==> config.mk <==
export PLATFORM = sky130hd
export DESIGN_NAME = clk_rst_seq
export DESIGN_NICKNAME = d
export VERILOG_FILES = /design/src/rtl/clk_rst_pkg.sv /design/src/rtl/clk_rst_seq_sync_ff.sv /design/src/rtl/clk_rst_seq.sv
export SDC_FILE = /design/constraint.sdc
export NUM_CORES = 1
export LEC_CHECK = 0
export CAP_MARGIN = 20
export CORE_MARGIN = 1
export CORE_UTILIZATION = 40
export CTS_CLUSTER_DIAMETER = 50
export DETAILED_ROUTE_END_ITERATION = 7
export HOLD_SLACK_MARGIN = 0.1
export MAX_ROUTING_LAYER = met4
export PLACE_DENSITY = 0.75
export RECOVER_POWER = 50
export SKIP_LAST_GASP = 1
export SLEW_MARGIN = 15
export SYNTH_ARGS = -nofsm -noshare
export SYNTH_HDL_FRONTEND = slang
export SYNTH_SLANG_ARGS = --single-unit
==> constraint.sdc <==
create_clock -name i_clk -period 4.9 [get_ports i_clk]
set_clock_uncertainty 0.05 [all_clocks]
set_input_delay 0.98 -clock i_clk [delete_from_list [all_inputs] [get_ports i_clk]]
set_output_delay 0.98 -clock i_clk [all_outputs]
set_load 0.05 [all_outputs]
==> src/rtl/clk_rst_pkg.sv <==
// ---------------------------------------------------------------------------
// clk_rst_pkg
// Shared definitions for the core-domain reset sequencer: the FSM state
// encoding (also exported on the debug/CSR state port), the width of that
// state field, and a small helper used to size the cycle counter.
// ---------------------------------------------------------------------------
package clk_rst_pkg;

    localparam int STATE_W = 2;

    typedef enum logic [STATE_W-1:0] {
        WAIT_LOCK = 2'd0,
        HOLD      = 2'd1,
        RELEASE   = 2'd2,
        RUN       = 2'd3
    } state_t;

    function automatic int max_int(input int a, input int b);
        return (a > b) ? a : b;
    endfunction

endpackage

==> src/rtl/clk_rst_seq_sync_ff.sv <==
// ---------------------------------------------------------------------------
// sync_ff
// Multi-flop synchroniser for a single asynchronous level into the i_clk
// domain. All flops reset to 0, so until the chain has filled after reset
// the output reads as "not locked" / "external reset active".
// Ports:
//   i_clk    destination clock
//   i_rst_n  asynchronous active-low reset, forces the chain to 0
//   i_d      asynchronous input level
//   o_q      synchronised level, STAGES clocks behind i_d
// ---------------------------------------------------------------------------
module sync_ff #(
    parameter int STAGES = 2
) (
    input  logic i_clk,
    input  logic i_rst_n,
    input  logic i_d,
    output logic o_q
);

    logic [STAGES-1:0] chain;

    // Shift the raw input through the chain; only the last flop is used.
    always_ff @(posedge i_clk or negedge i_rst_n) begin
        if (!i_rst_n) begin
            chain <= '0;
        end else begin
            chain <= {chain[STAGES-2:0], i_d};
        end
    end

    assign o_q = chain[STAGES-1];

endmodule

==> src/rtl/clk_rst_seq.sv <==
// ---------------------------------------------------------------------------
// clk_rst_seq
// Reset sequencer for the core clock domain, placed directly after the PLL.
// Waits for PLL lock to be continuously stable, then releases N_RST reset
// domains one after another (bit 0 first). Any reset source (lock loss,
// push-button, software request) drops every domain together on the next
// edge and restarts the whole sequence. Loss of lock after the first
// release is recorded in a sticky flag.
// Ports:
//   i_clk         core clock (PLL output)
//   i_rst_n       asynchronous active-low reset of this block
//   i_pll_locked  PLL lock, asynchronous
//   i_ext_rst_n   push-button reset, active-low, asynchronous
//   i_sw_rst_req  single-cycle software reset request (i_clk domain)
//   i_clr_flags   clears o_lock_lost (i_clk domain)
//   o_rst_n       sequenced active-low domain resets, bit 0 released first
//   o_ready       high while every domain is released (state RUN)
//   o_lock_lost   sticky: lock dropped while releasing or running
//   o_state       current FSM state for debug/CSR
// ---------------------------------------------------------------------------
module clk_rst_seq
    import clk_rst_pkg::*;
#(
    parameter int N_RST       = 3,
    parameter int SYNC_STAGES = 2,
    parameter int HOLD_CYCLES = 16,
    parameter int STAGE_GAP   = 8
) (
    input  logic               i_clk,
    input  logic               i_rst_n,
    input  logic               i_pll_locked,
    input  logic               i_ext_rst_n,
    input  logic               i_sw_rst_req,
    input  logic               i_clr_flags,
    output logic [N_RST-1:0]   o_rst_n,
    output logic               o_ready,
    output logic               o_lock_lost,
    output logic [STATE_W-1:0] o_state
);

    localparam int CNT_MAX = max_int(HOLD_CYCLES, STAGE_GAP);
    localparam int CNT_W   = $clog2(CNT_MAX + 1);

    localparam logic [CNT_W-1:0] HOLD_LAST = CNT_W'(HOLD_CYCLES - 1);
    localparam logic [CNT_W-1:0] GAP_LAST  = CNT_W'(STAGE_GAP - 1);

    logic             lock_s;
    logic             ext_n_s;
    logic             abort;
    state_t           state;
    logic [CNT_W-1:0] cnt;
    logic [N_RST-1:0] rst_q;
    logic [N_RST-1:0] rst_next;
    logic             ready_q;
    logic             lost_q;

    sync_ff #(
        .STAGES (SYNC_STAGES)
    ) u_sync_lock (
        .i_clk   (i_clk),
        .i_rst_n (i_rst_n),
        .i_d     (i_pll_locked),
        .o_q     (lock_s)
    );

    sync_ff #(
        .STAGES (SYNC_STAGES)
    ) u_sync_ext (
        .i_clk   (i_clk),
        .i_rst_n (i_rst_n),
        .i_d     (i_ext_rst_n),
        .o_q     (ext_n_s)
    );

    assign abort = !lock_s || !ext_n_s || i_sw_rst_req;

    // The released domains form a thermometer code growing from bit 0, so
    // the next release pattern is a shift-in of a 1; it also serves as the
    // stage index (all ones means the last domain has just been released).
    assign rst_next = (rst_q << 1) | N_RST'(1);

    // Sequencer FSM. Every abort lands in WAIT_LOCK with all domains held
    // and counters cleared in the same edge, so there is never a partially
    // released state after a reset source fires. The hold count restarts
    // from zero whenever lock blinks, enforcing a continuous-lock window.
    always_ff @(posedge i_clk or negedge i_rst_n) begin
        if (!i_rst_n) begin
            state   <= WAIT_LOCK;
            cnt     <= '0;
            rst_q   <= '0;
            ready_q <= 1'b0;
        end else begin
            case (state)
                WAIT_LOCK: begin
                    cnt     <= '0;
                    rst_q   <= '0;
                    ready_q <= 1'b0;
                    if (!abort) begin
                        state <= HOLD;
                    end
                end
                HOLD, RELEASE: begin
                    if (abort) begin
                        state   <= WAIT_LOCK;
                        cnt     <= '0;
                        rst_q   <= '0;
                        ready_q <= 1'b0;
                    end else if ((state == HOLD && cnt == HOLD_LAST) ||
                                 (state == RELEASE && cnt == GAP_LAST)) begin
                        rst_q <= rst_next;
                        cnt   <= '0;
                        if (&rst_next) begin
                            state   <= RUN;
                            ready_q <= 1'b1;
                        end else begin
                            state <= RELEASE;
                        end
                    end else begin
                        cnt <= cnt + 1'b1;
                    end
                end
                RUN: begin
                    if (abort) begin
                        state   <= WAIT_LOCK;
                        cnt     <= '0;
                        rst_q   <= '0;
                        ready_q <= 1'b0;
                    end
                end
                default: begin
                    state   <= WAIT_LOCK;
                    cnt     <= '0;
                    rst_q   <= '0;
                    ready_q <= 1'b0;
                end
            endcase
        end
    end

    // Sticky lock-lost flag. Only counts once something has been released;
    // losing lock during the initial hold is normal PLL settling. A set in
    // the same cycle as a software clear takes priority so no event is lost.
    always_ff @(posedge i_clk or negedge i_rst_n) begin
        if (!i_rst_n) begin
            lost_q <= 1'b0;
        end else if (!lock_s && (state == RELEASE || state == RUN)) begin
            lost_q <= 1'b1;
        end else if (i_clr_flags) begin
            lost_q <= 1'b0;
        end
    end

    assign o_rst_n     = rst_q;
    assign o_ready     = ready_q;
    assign o_lock_lost = lost_q;
    assign o_state     = state;

endmodule

==> impl_metrics.env <==
export IMPL_grt_pass1_vias=526
export IMPL_crit_chain="clkdlybuf4s50_1"
export IMPL_p_leak_nw=0.4189
export IMPL_max_stage_delay_ps=830
export IMPL_postCtsSetupBuffers=0
export IMPL_slew_headroom=0.5110
export IMPL_syn_avg_cell_area_sq_um=11.34
export IMPL_rows=15
export IMPL_first_iter_violations=8
export IMPL_whs_ps=314.5
export IMPL_cts_num_sinks=16
export IMPL_synthXorXnorAreaFrac=0.02306
export IMPL_yosysSeqAreaShare=0.5272
export IMPL_clk_latency_ps=280
export IMPL_io_buffers=12
export IMPL_worst_path_buf_inv=1
export IMPL_synthArstFlopShare=1.000
export IMPL_start_util=0.4351
export IMPL_r2r_start="o_state[1]$_DFFE_PN0P_"
export IMPL_io_pin_count=13
export IMPL_antenna_found_initial=0
export IMPL_powerDensity_nw_per_um2=389.0
export IMPL_layout_commonest_cell="dfrtp_1"
export IMPL_htreeDepth=1
export IMPL_grt_max_degree=17
export IMPL_status="completed"
export IMPL_die_y_um=45.58
export IMPL_diodes=0
export IMPL_reg2reg_depth=6
export IMPL_finalSetupViolCount=0
export IMPL_cp_required_ps=3870
export IMPL_synth_cell_types=23
export IMPL_synth_compound_area_share=0.08567
export IMPL_final_min_clock_period_ps=2570
export IMPL_rsz0062_at_grt="no"
export IMPL_antenna_left=0
export IMPL_drv_slew=0
export IMPL_cap_violations=0
export IMPL_layout_drive_gt1_share=0.1111
export IMPL_route_vias_total=528
export IMPL_synth_fp_nets=79
export IMPL_first_pass_iters=4
export IMPL_holdPathStages=0
export IMPL_grt_pass1_wl_um=2311
export IMPL_r2r_end="cnt[1]$_DFFE_PN0P_"
export IMPL_ctsHoldBuffers=0
export IMPL_dp_hpwl_um=1039
export IMPL_hold_path_class="reg -> reg"
export IMPL_synth_fa_ha_area_frac=0.09885
export IMPL_fmax_mhz=389.2
export IMPL_min_delay_start="u_sync_ext.chain[0]$_DFF_PN0_"
export IMPL_path_delay_family="buffers and inverters"
export IMPL_cts_resized=0
export IMPL_hold_end="u_sync_ext.chain[1]$_DFF_PN0_"
export IMPL_yosysWarnings=0
export IMPL_tightest_slew_ps=731.1
export IMPL_routed_wl_um=1362
export IMPL_cp_max_fo=5
export IMPL_cts_made_buffers=3
export IMPL_clock_root_buffer="clkbuf_4"
export IMPL_synth_top_family_by_area="simple AND/OR/NAND/NOR gates"
export IMPL_die_area_sq_um=2077
export IMPL_hold_viol=0
export IMPL_die_x_um=45.58
export IMPL_synthSimpleGateAreaFrac=0.1763
export IMPL_cts_tree="built"
export IMPL_fillers=157
export IMPL_syn_inst=67
export IMPL_viasPerCell=4.981
export IMPL_layout_cells_non_filler=106
export IMPL_grt_usage=0.1677
export IMPL_synth_seq_cells=16
export IMPL_place_gp_congestion=0.8038
export IMPL_critPathArrivalTime_ps=1540
export IMPL_crit_slowest_cell="clkdlybuf4s50_1"
export IMPL_placed_cells=103
export IMPL_cts_max_path_buffers=2
export IMPL_final_nets=95
export IMPL_synthFlopType="dfrtp_1"
export IMPL_vdd_drop_max_v=0.0002165
export IMPL_gr_total_overflow=0
export IMPL_startpoint_type="flip-flop"
export IMPL_synth_edf_count=0
export IMPL_rrSetupSlack_ps=3110
export IMPL_setup_tns_ps=0
export IMPL_syn_to_final_growth_pct=21.42
export IMPL_coreArea_sq_um=1745
export IMPL_route_detailed_drc=0
export IMPL_path_class="reg -> out"
export IMPL_final_cell_mix="dfrtp_1, clkdlybuf4s50_1, inv_1, nand2_1"
export IMPL_clk_pin_slew_ps=80
export IMPL_crit_path_end_kind="output pin"
export IMPL_synth_mux_area_fraction=0.03954
export IMPL_regArea_sq_um=400.4
export IMPL_multi_input_area_sq_um=321.6
export IMPL_syn_area_sq_um=759.5
export IMPL_period_share=0.5244
export IMPL_wl_per_cell_um=12.85
-- where the power goes --
part | switching, mW | total, mW | internal, mW
Sequential | 0.0124 | 0.158 | 0.146
Clock | 0.0372 | 0.0657 | 0.0285
Combinational | 0.0833 | 0.135 | 0.0515
-- metrics by stage --
step                total power [mW]    util  worst slack [ps]  cell area [sq um]
finish                        0.3587  0.5283              2330              922.1
global route                  0.3798  0.5283              2275              922.1
CTS                           0.3622  0.5283              2319              922.1
detailed placement            0.2968  0.5154              2378              899.6
global placement              0.2957  0.5154              2417              899.6
floorplan                     0.2553       -              2775              759.5
-- routing by layer --
metal  GRT usage  up-vias  share of wire
met1      0.2020      253           0.47
met3     0.03571        5          0.038
met5           -        -              0
li1            -      257              -
met4     0.09091        0          0.023
met2      0.2600       13           0.47
-- cells in the mapped netlist, types with 2 or more instances --
| cell type | number | area (sq um) |
|---|---|---|
| inv_1 | 7 | 26.28 |
| mux2i_1 | 3 | 30.03 |
| o21ai_0 | 2 | 10.01 |
| a22o_1 | 2 | 17.52 |
| nand4b_1 | 2 | 17.52 |
| o22ai_1 | 2 | 12.51 |
| ha_1 | 6 | 75.07 |
| nor2_1 | 6 | 22.52 |
| nand2_1 | 7 | 26.28 |
| dfrtp_1 | 16 | 400.4 |
| xor2_1 | 2 | 17.52 |
-- layout make-up --
class                   instances  area share
well taps                      25     0.03392
clock buffers                   3     0.02442
inverters                       7     0.02849
repair buffers                 12      0.1303
flip-flops and latches         16      0.4342
multi-input cells              43      0.3487
-- logic make-up after synthesis --
family,after synthesis
adders and majority gates,6
muxes,3
DFF,16
buffers and inverters,8
AOI/OAI and AO/OA,9
and+or+nand+nor,23
xor gates and xnor gates,2
-- sequential cells by signal, summed over array words and instances (netlist names) --
signal and flops:
o_ready 1, cnt 5, o_rst_n 3, u_sync_ext.chain 2, u_sync_lock.chain 2, o_lock_lost 1, o_state 2
-- how the worst max path moves through the flow --
stage / start / to / slack [ps] / depth (start not counted)
after floorplan: o_state[0]$_DFFE_PN0P_ / o_state[1]$_DFFE_PN0P_ / 2780 / 7
after global placement: i_sw_rst_req / cnt[0]$_DFFE_PN0P_ / 2420 / 5
after detailed placement: i_sw_rst_req / cnt[1]$_DFFE_PN0P_ / 2380 / 5
after CTS: o_state[1]$_DFFE_PN0P_ / o_state[1] / 2320 / 1
after global routing: o_state[1]$_DFFE_PN0P_ / o_state[1] / 2280 / 1
final: o_state[1]$_DFFE_PN0P_ / o_state[1] / 2330 / 1
Power figures use the tool's default switching activity.
==> patch 1, RTL diff (config.mk and constraints unchanged) <==
The parameter `SYNC_STAGES` goes from 2 to 4.
--- a/src/rtl/clk_rst_seq.sv
+++ b/src/rtl/clk_rst_seq.sv
@@ -23,5 +23,5 @@
 #(
     parameter int N_RST       = 3,
-    parameter int SYNC_STAGES = 2,
+    parameter int SYNC_STAGES = 4,
     parameter int HOLD_CYCLES = 16,
     parameter int STAGE_GAP   = 8
Check against the original RTL: not equivalent (a bounded check fails within 4 cycles, from zero or initial values and one cycle with i_rst_n low).
==> patch 1 against the unedited design <==
  * Critical path depth stayed put
  * Fmax is 2.0% lower
  * Synthesized area is 18% higher
  * Design area is 18% higher
  * Power is 33% higher
  * Hold slack worse by 4.3 ps
  * Sequential cell count is 4 higher
  * Clock power is 100% higher
  * Wire length is 24% higher
  * Global-route usage is 0.20 points higher
  * Setup slack worse by 53 ps
  * Via count is 13% higher
  * Combinational power is 9% higher
  * Largest cell class unchanged
  * Largest power group unchanged
  * Highest routed layer unchanged
==> patch 1: results (changes against the unedited design) <==
Synth Area in Adders 8.380% (-1.5 points); Final Non-Filler Cells 112 (+5.7%); top post-synthesis cells by area dfrtp_1 56%, ha_1 8.4%, mux2_4 3.4%; initial antenna violation count 0 (unchanged); HP Class flop to flop; vias per cell 5.339 (+7.2%); Post-CTS Repair Setup Buffers 0 (unchanged); worst path arrival time 1590 ps (+50 ps); M1 GR Usage 21.24% (+1.0 points); H-tree depth 1 (unchanged); register area share after synthesis 55.87% (+3.1 points); RR Endpoint o_rst_n[0]; clk_lat worst skew 300 ps (+20 ps); Nets 98 (+3.2%); Detailed Route WL 1683 µm (+24%); share of cells above drive strength 1 16.47% (+5.4 points); Max Cap Viol 0 (unchanged); post-cts resize count 0 (unchanged); met3 Track Usage GR 4.050% (+0.48 points); crit-path max cell delay 830 ps (about the same); LEAKAGE 0.5072 nW (+21%); global-route usage over all layers 16.96% (+0.20 points); VDD IR max 216.4 µV (about the same); first-pass GRT wire length 2960 µm (+28%); Detail Placement HPWL 1200 µm (+15%); placed cell area 1037 µm² (+15%); DR pass1 iterations 4 (unchanged); mux cell area share after synthesis 3.352% (-0.60 points); Yosys cell types 25 (+8.7%); CTS Buf Count 3 (unchanged); post-synthesis compound-gate area fraction 11.73% (+3.2 points); vias in the first global route 626 (+19%); XOR/XNOR Fraction of Synth Area 1.955% (-0.35 points); routability congestion estimate 0.7889 (-1.9%); Root Buffer clkbuf_4; met2 GRT Util 26.26% (+0.26 points); syn nets 83 (+5.1%); largest net degree at the start of global routing 21 (+4); final worst path period share 53.52% (+1.1 points); I/O Buffers 12 (unchanged); top cells by instance count after synthesis 20 x dfrtp_1, 6 x ha_1, 5 x a21oi_1, 5 x inv_1, 4 x nand2_1; worst slew pin tran 895.4 ps (+164.3 ps); Avg Cell Area, Syn 12.62 µm² (+11%); DRT iter0 DRCs 12 (+4); flop-to-flop setup slack 2840 ps (-270 ps); Worst R2R Path Depth 6 (unchanged); slowest CP cell clkdlybuf4s50_1; CTS clk-pin slew, worst paths 110 ps (+30 ps); clock buffer depth 2 (unchanged); Crit path max-delay family buffers and inverters; status complete, no violations; setup slack at placement 2208 ps (-170.0 ps)
-- patch 1: cell families (layout without fill, tap and decap cells) --
logic type / after synthesis / after routing
XOR/XNOR: 2 / 2
AND/OR/NAND/NOR: 20 / 20
AO/OA/AOI/OAI: 14 / 14
flip-flops: 20 / 20
buffers and inverters: 7 / 21
adder cells (fa/ha/maj): 6 / 6
multiplexers: 2 / 2
-- patch 1: layout make-up --
cell class | count | area (µm²)
clock buffers | 3 | 22.52
clock inverters | 1 | 30.03
fillers | 184 | 952.2
inverters | 5 | 18.77
multi-input cells | 44 | 364.1
flip-flops and latches | 20 | 500.5
well taps | 27 | 33.78
repair buffers | 12 | 120.1
-- patch 1: routing by layer --
layer	routed length, µm	vias up
li1	-	278
met1	720	303
met2	875	12
met3	57	5
met4	29	0
met5	0	-
-- patch 1: power breakdown --
group / total, mW / internal [mW] / switching (mW) / leakage [nW]
Clock: 0.133 / 0.0827 / 0.0507 / 0.0279
Sequential: 0.197 / 0.180 / 0.0167 / 0.257
Combinational: 0.147 / 0.0609 / 0.0859 / 0.222
Total: 0.477 / 0.324 / 0.153 / 0.507
-- patch 1: metrics by stage --
step,total power [mW],util (%)
final,0.4773,53.37
after floorplan,0.3004,-
after global routing,0.5072,53.37
after global placement,0.3400,50.80
after CTS,0.4839,53.37
after detailed placement,0.3483,50.80
-- patch 1: how the worst min path moves through the flow --
stage	startpoint	endpoint	slack (ps)	cells after the start
6_report	u_sync_lock.chain[2]	u_sync_lock.chain[3]	310	0
5_1_grt	u_sync_lock.chain[2]	u_sync_lock.chain[3]	320	0
4_1_cts	u_sync_ext.chain[0]	u_sync_ext.chain[1]	310	0
3_5_place_dp	u_sync_ext.chain[0]	u_sync_ext.chain[1]	290	0
3_3_place_gp	u_sync_ext.chain[1]	u_sync_ext.chain[2]	280	0
2_1_floorplan	u_sync_ext.chain[0]	u_sync_ext.chain[1]	280	0
==> patch 2, RTL diff (same settings) <==
Without the edit above. Reset style: synchronous (`i_rst_n`), changed in 3 clocked blocks. Comments in the files are not updated.
--- a/src/rtl/clk_rst_seq_sync_ff.sv
+++ b/src/rtl/clk_rst_seq_sync_ff.sv
@@ -22,5 +22,5 @@
 
     // Shift the raw input through the chain; only the last flop is used.
-    always_ff @(posedge i_clk or negedge i_rst_n) begin
+    always_ff @(posedge i_clk) begin
         if (!i_rst_n) begin
             chain <= '0;
--- a/src/rtl/clk_rst_seq.sv
+++ b/src/rtl/clk_rst_seq.sv
@@ -84,5 +84,5 @@
     // released state after a reset source fires. The hold count restarts
     // from zero whenever lock blinks, enforcing a continuous-lock window.
-    always_ff @(posedge i_clk or negedge i_rst_n) begin
+    always_ff @(posedge i_clk) begin
         if (!i_rst_n) begin
             state   <= WAIT_LOCK;
@@ -141,5 +141,5 @@
     // losing lock during the initial hold is normal PLL settling. A set in
     // the same cycle as a software clear takes priority so no event is lost.
-    always_ff @(posedge i_clk or negedge i_rst_n) begin
+    always_ff @(posedge i_clk) begin
         if (!i_rst_n) begin
             lost_q <= 1'b0;
Check against the original RTL: differs if i_rst_n is asserted again (counterexample within 4 cycles, from zero or initial values and one cycle with i_rst_n low); with i_rst_n held inactive, the same outputs for 10 cycles.
==> patch 2 against the unedited design <==
  * Setup slack worse by 200 ps
  * Via count up 15%
  * Synthesized cell count rose by 21%
  * Wire length shrank 2.1%
  * Critical endpoint is now o_rst_n[2]
  * Sequential cell count unchanged
  * Largest cell class is now multi-input gates
  * First-iteration DRC count unchanged
  * Fmax fell by 7.1%
  * Synthesized area is 0.49% lower
  * Highest routed layer unchanged
  * Design area rose by 0.27%
Power is not compared: it rests on default switching activity, and its combinational part moved more than twofold at a synthesized area within 25%.
==> patch 2: results (changes against the unedited design) <==
crit-path max cell delay 870 ps (+40 ps); relative slew slack 30.19% (-21 points); Root Buffer clkbuf_4; vias per cell 5.042 (+1.2%); I/O Buffers 12 (unchanged); flop-to-flop setup slack 2600 ps (-510 ps); crit path max fanout 9 (+4); Worst setup startpoint i_sw_rst_req; setup slack at placement 2257 ps (-121.2 ps); Crit path max-delay family compound AO/OA/AOI/OAI gates; routability congestion estimate 0.6997 (-13%); CTS Buf Count 3 (unchanged); first-pass GRT wire length 2194 µm (-5.1%); worst r2r src o_state[0]; status complete, no violations; H-tree depth 1 (unchanged); Int Pwr about 190 µW; Sequential Power Share a little over half; hold wc startpoint u_sync_lock.chain[0]; syn nets 93 (+18%); final worst path period share 56.46% (+4.0 points); Detail Placement HPWL 996.4 µm (-4.1%); largest net degree at the start of global routing 20 (+3); share of cells above drive strength 1 8.421% (-2.7 points); DRT iter0 DRCs 8 (unchanged); Nets 108 (+14%); # diodes 0 (unchanged); WHS 393.2 ps (+78.77 ps); initial antenna violation count 0 (unchanged); post-cts resize count 0 (unchanged); fraction of registers with async set/reset 0% (-100 points); Top reg by flops cnt; slowest CP cell o21ai_0; LEAKAGE 0.3755 nW; clock buffer depth 2 (unchanged); vias in the first global route 532 (+1.1%); top cells by instance count after synthesis 16 x dfxtp_1, 10 x nand2_1, 6 x and3_1, 6 x ha_1, 6 x inv_1; Yosys cell types 27 (+17%); HP Class flop to flop; global-route usage over all layers 15.72% (-1.0 points); Post-CTS Repair Setup Buffers 0 (unchanged); synth warn 0 (unchanged); Detailed Route WL 1333 µm (-2.1%); register area share after synthesis 42.38% (-10 points); number of flip-flops in the largest register 5 (unchanged); CTS clk-pin slew, worst paths ~90 ps; VDD IR max 192.4 µV; clk_lat worst skew 290 ps; top post-synthesis cells by area dfxtp_1 42%, ha_1 9.9%, and3_1 5.0%; DR pass1 iterations 4 (unchanged); worst path arrival time 2930 ps (+1390 ps); Worst Path Class, Setup primary input to flop
-- patch 2: per-layer routing --
metal / up-vias / GRT usage [%] / part of all wire, %
li1: 306 / - / -
met1: 281 / 20.00 / 50
met2: 16 / 21.71 / 43
met3: 2 / 7.143 / 5.8
met4: 0 / 5.455 / 0.90
met5: - / - / 0
-- patch 2: kinds of logic after synthesis --
group                      after synthesis  share of synthesized area [%]
muxes                                    4                          5.464
and+or+nand+nor                         33                          24.34
DFF                                     16                          42.38
AOI/OAI and AO/OA                       11                          10.27
adders and majority gates                6                          9.934
xor gates and xnor gates                 3                          3.477
buffers and inverters                    8                          4.138
-- patch 2: per-stage QoR --
stage	cells	instance area [µm²]
after floorplan	81	755.7
after global placement	116	898.4
after detailed placement	116	898.4
after CTS	120	934.6
after global routing	120	924.6
final	120	924.6
-- patch 2: path summary, 6_finish.rpt --
kind / endpoint / cells after the start
setup / recovery: o_rst_n[2] / 4
hold / removal: u_sync_lock.chain[1] / 1
setup reg to reg: o_rst_n[2] / 5
hold reg to reg: u_sync_lock.chain[1] / 1
-- patch 2: power groups by stage --
stage	Sequential (mW)	Clock, mW	Combinational, mW
after global placement	0.139	0	0.0289
final	0.136	0.0864	0.0294
after detailed placement	0.139	0	0.0298
after CTS	0.136	0.0892	0.0300
after floorplan	0.145	0	0.0140
after global routing	0.136	0.0964	0.0328
-- patch 2: final cells by class --
class	instances	area, µm²
timing repair buffer	12	120.1
sequential	16	320.3
fill	173	820.8
tap	25	31.28
multi-input combinational	57	394.1
clock buffer	4	36.28
inverter	6	22.52
